### config.mk
export PLATFORM = sky130hd
export DESIGN_NAME = shift_add_mul4
export DESIGN_NICKNAME = d
export VERILOG_FILES = /design/src/rtl/mul4_pkg.sv /design/src/rtl/addsub_nbit.sv /design/src/rtl/shift_add_mul4.sv
export SDC_FILE = /design/constraint.sdc
export NUM_CORES = 1
export LEC_CHECK = 0
export ABC_CLOCK_PERIOD_IN_PS = 1700
export BUFFER_PORTS_ARGS = -buffer_cell sky130_fd_sc_hd__buf_2
export CAP_MARGIN = 20
export CORE_MARGIN = 5
export CORE_UTILIZATION = 25
export DETAILED_ROUTE_END_ITERATION = 6
export GPL_TIMING_DRIVEN = 0
export PLACE_DENSITY_LB_ADDON = 0.1
export SYNTH_ARGS = -nofsm -noshare
export SYNTH_HDL_FRONTEND = slang
export SYNTH_SLANG_ARGS = --single-unit
### constraint.sdc
create_clock -name clk -period 1.7 [get_ports clk]
set_input_delay 0.255 -clock clk [delete_from_list [all_inputs] [get_ports clk]]
set_output_delay 0.255 -clock clk [all_outputs]
set_load 0.05 [all_outputs]
### src/rtl/mul4_pkg.sv
// rtl/mul4_pkg.sv - shared types and width constants for the shift-add multiplier
package mul4_pkg;

    typedef enum logic [1:0] {
        IDLE,
        CALC,
        DONE
    } state_t;

    localparam int MUL_N = 4;

    function automatic int cnt_w(input int n);
        return $clog2(n) + 1;
    endfunction

    localparam int MUL_CNT_W = cnt_w(MUL_N);

endpackage

### src/rtl/addsub_nbit.sv
// rtl/addsub_nbit.sv - (N+1)-bit combinational adder/subtractor for the accumulate step
module addsub_nbit #(
    parameter int N = 4
) (
    input  logic [N:0] x,
    input  logic [N:0] y,
    input  logic       sub,
    output logic [N:0] sum
);

    assign sum = sub ? (x - y) : (x + y);

endmodule

### src/rtl/shift_add_mul4.sv
// rtl/shift_add_mul4.sv - sequential shift-and-add multiplier; MUL_SIGNED_EN selects two's complement
module shift_add_mul4
    import mul4_pkg::*;
#(
    parameter int N = MUL_N
) (
    input  logic           clk,
    input  logic           rst,
    input  logic           start,
    input  logic [N-1:0]   a,
    input  logic [N-1:0]   b,
    output logic           busy,
    output logic           done,
    output logic [2*N-1:0] product,
    output logic           product_ld
);

    localparam int CW = cnt_w(N);

    state_t          state, state_nxt;
    logic [N-1:0]    m;
    logic [2*N:0]    acc;
    logic [CW-1:0]   cnt;
    logic            last;
    logic            sub;
    logic [N:0]      addend;
    logic [N:0]      sum;
    logic [N:0]      upper;
    logic [2*N:0]    acc_shift;

    assign last = (cnt == CW'(N - 1));

`ifdef MUL_SIGNED_EN
    // Top multiplier bit carries negative weight, so the last step subtracts.
    assign addend = {m[N-1], m};
    assign sub    = last;
`else
    assign addend = {1'b0, m};
    assign sub    = 1'b0;
`endif

    addsub_nbit #(.N(N)) u_addsub (
        .x   (acc[2*N:N]),
        .y   (addend),
        .sub (sub),
        .sum (sum)
    );

    assign upper = acc[0] ? sum : acc[2*N:N];

`ifdef MUL_SIGNED_EN
    assign acc_shift = {upper[N], upper, acc[N-1:1]};
`else
    assign acc_shift = {1'b0, upper, acc[N-1:1]};
`endif

    always_ff @(posedge clk or posedge rst) begin
        if (rst) begin
            state <= IDLE;
        end else begin
            state <= state_nxt;
        end
    end

    always_comb begin
        state_nxt = state;
        case (state)
            IDLE:    if (start) state_nxt = CALC;
            CALC:    if (last) state_nxt = DONE;
            DONE:    state_nxt = IDLE;
            default: state_nxt = IDLE;
        endcase
    end

    always_ff @(posedge clk or posedge rst) begin
        if (rst) begin
            m       <= '0;
            acc     <= '0;
            cnt     <= '0;
            product <= '0;
        end else begin
            case (state)
                IDLE: begin
                    if (start) begin
                        m   <= a;
                        acc <= {{(N + 1){1'b0}}, b};
                        cnt <= '0;
                    end
                end
                CALC: begin
                    acc <= acc_shift;
                    cnt <= cnt + CW'(1);
                    if (last) product <= acc_shift[2*N-1:0];
                end
                default: ;
            endcase
        end
    end

    assign busy       = (state != IDLE);
    assign done       = (state == DONE);
    assign product_ld = done;

endmodule

==> results.md <==
- Vias in the first global route: 960
- GPL Wtd Cong: 0.716
- Slowest cell delay on critical path: 0.43 ns
- Cell chain of the critical path: ha_4 > a21o_2 > or3_4 > a31oi_4 > o21ai_1
- Hold Path Class: in2async
- Flip-flop and latch count after synthesis: 25
- Switching fraction of total power: 46.8%
- Dpl cells: 193
- DIE HEIGHT: 78.4 um
- Total Power: 3.14 mW
- Power share of the clock group: 11.6%
- Worst supply voltage drop on vdd: 566 uV
- Final-layout fill cell count: 487
- Max FO, Critical Path: 4
- Share of the yosys chip area belonging to registers: 53.5%
- Fraction of final layout cells sized beyond drive strength 1: 32.9%
- I/O pin cnt: 22
- Clk_skew: 0.0111 ns
- Antenna violations before repair: 0
- Critical path capture point type: register
- Final routed wirelength across all metal layers: 2.77 mm
- Ys async rst share: 100%
- Instance area at placement: 1340 sq um
- Post-layout instance count excluding filler cells: 201
- WP data arrival: 1.80 ns
- Flop pwr share: 33.7%
- Final cycle utilization of the critical path: 96.3%
- # DRC: 0
- Wire length of the first global-routing pass: 4.69 mm
- Worst path slowest cell: dfrtp_1
- Count of flip-flops with a built-in enable after synthesis: 0
- Chip width: 78.4 um
- Slack of the worst reg-to-reg path: 0.06 ns
- Std cell rows: 24
- Main synth FF type: dfrtp_1
- Leading cell type by number of instances after synthesis: nand2_1
- Maximum frequency from static timing analysis: 611 MHz
- Endpoint required time on the critical path: 1.87 ns
- Detailed Route Iter0 Violations: 35
- GR Layer Usage met1: 12.4%
- Initial cell density of the core: 26.3%
- Post-layout min period: 1.64 ns
- Buffer cell driving the clock tree root: clkbuf_8
- Warnings from Yosys: 0
- ANT nets after route: 0
- Setup violators final: 0
- Die Footprint: 6140 sq um
- Max-capacitance violation count: 0
- Max_slew headroom: 63.1%
- Transition time of the tightest slew-check pin: 0.553 ns
- Core Area: 4440 sq um
- Total number of clock tree sinks: 25
- Count of endpoints failing hold in the final timing report: 0
- Startpoint of the worst register-to-register path: acc[6]
- Post-synthesis cell count: 120
- Source-to-sink clock delay at the later pin of the worst-skew pair: 0.28 ns
- Path type of the worst setup path: reg2reg
- Diodes inserted: 0
- Cells taking the most area after synthesis: dfrtp_1 54%, nand2_1 9.3%, o21ai_0 6.9%
- Detailed Place HPWL: 1.97 mm
- Number of buffers between clock root and the deepest sink: 2
- Net switching power: 1.47 mW
- H-tree depth: 1
- Leftover overflow at the end of global routing: 0
- Syn Nets: 138
- Global-route total usage across every layer: 9.85%
- Area of the mapped netlist: 1170 sq um
- Growth of design area from synthesis to finish: 27.5%
- Routed vias/inst: 4.51
- Worst R2R End: product[6]
- Ratio of total power to cell area: 2110 nW/um^2
- Count of distinct cell types in the synthesized netlist: 23
- Cell area after layout: 1490 sq um
- Cell leakage power: 0.721 nW
- Synth top cells by count: 29 x nand2_1, 25 x dfrtp_1, 16 x o21ai_0, 7 x nand3_1, 6 x ha_1
- Nature of the critical path startpoint: register
- Result of the run: completed
- Routed WL per cell: 13.8 um
- Total number of nets in the final design: 168
- IO Port Bufs: 21
- Busiest metal layer after global routing: met2
- Max-slew violation count: 0
- Share of the synthesized area in the top cell type: 53.5%
- Number of buffers created by CTS: 3
- Register clock-pin slew on the reported worst setup and hold paths: 0.10 ns
- Top cell type by total area after synthesis: dfrtp_1
- TritonCTS clock tree: built
- Number of cells on the worst reg-to-reg path: 5
- Internal Power: 1.67 mW
- Combinational power share: 54.6%
- Largest net degree at the start of global routing: 26
- Met2 Track Usage GR: 15.9%
- Met3 track demand over resource: 3.32%
- Unrepaired setup endpoints after global routing: no
- Vias: 907
- Number of search-and-repair iterations in the first detailed-routing pass: 4
- Final core area utilization: 33.5%
- Mean cell area of the mapped netlist: 9.74 sq um
cell usage in the layout (no fill, tap or decap), types with 2 or more instances in the layout:
master    instances
buf_4             4
nand2_1          29
buf_2            25
nor2b_1           3
o21ai_0          13
a31oi_1           3
clkbuf_1          2
nor2_1            4
o21ai_2           2
nand3_1           7
mux2i_1           2
mux2_2            3
clkbuf_8          3
inv_1             4
ha_4              2
ha_1              4
dfrtp_1          24
per-stage QoR:
| stage | hold WS (ns) | TNS [ns] | worst slack, ns |
|---|---|---|---|
| floorplan | 0.282 | 0 | 0.132 |
| global placement | 0.445 | -0.106 | -0.0562 |
| detailed placement | 0.447 | -0.141 | -0.0755 |
| CTS | 0.152 | -0.00664 | -0.00651 |
| global route | 0.0614 | 0 | 0.000888 |
| finish | 0.00550 | 0 | 0.0623 |
repair_timing:
item,in CTS,in global routing
pin swaps,1,1
gates resized for setup,1,13
endpoints found under the setup margin,2,5
buffers inserted,1,2
cloned,0,0
hold buffers,0,0
worst max-delay path by stage:
stage,startpoint,slack [ns],to,cells past startpoint
CTS,acc[5],-0.007,product[6],5
global placement,acc[6],-0.06,acc[6],5
detailed placement,acc[6],-0.08,product[6],5
global route,acc[6],0.0009,product[6],5
floorplan,m[1],0.13,acc[6],5
finish,acc[6],0.06,product[6],5
routing by layer:
metal	vias to the layer above	share of wire [%]
met3	2	5.4
li1	460	-
met5	-	0
met1	425	48
met2	20	46
met4	0	0.87
cells by family after synthesis:
group                    share of synthesized area (%)
XOR/XNOR                                         0.750
multiplexers                                      4.60
flip-flops                                        53.5
AND/OR/NAND/NOR                                   17.9
adder cells (fa/ha/maj)                           8.14
AO/OA/AOI/OAI                                     10.8
buffers and inverters                             4.28
power by group through the flow:
stage | registers (mW) | clock network [mW] | logic, mW
after global placement | 1.05 | 0 | 1.49
final | 1.06 | 0.366 | 1.72
after detailed placement | 1.06 | 0 | 1.52
after floorplan | 1.31 | 0 | 0.866
after global routing | 1.10 | 0.399 | 1.94
after CTS | 1.05 | 0.384 | 1.56
registers in the layout, summed over array words and instances (netlist names):
name,flops
acc,8
cnt,3
m,4
product,8
state,2
final cells by class:
cell class                 instances  area, sq um  share of cell area, %
buffer                             7         35.0                   2.35
clock buffer                       3         41.3                   2.77
clock inverter                     1         5.00                  0.336
inverter                           4         15.0                   1.01
multi-input combinational         84          559                   37.5
sequential                        25          627                   42.1
tap                               52         65.1                   4.37
timing repair buffer              25          143                   9.57
critical path: cells and delay by family (launching register included):
kind            cells  cell delay (ns)
simple gates        1             0.34
fa+ha+maj           1             0.25
compound gates      3             0.50
flops               1             0.43
Note: power is estimated with default switching activity, not from simulation.
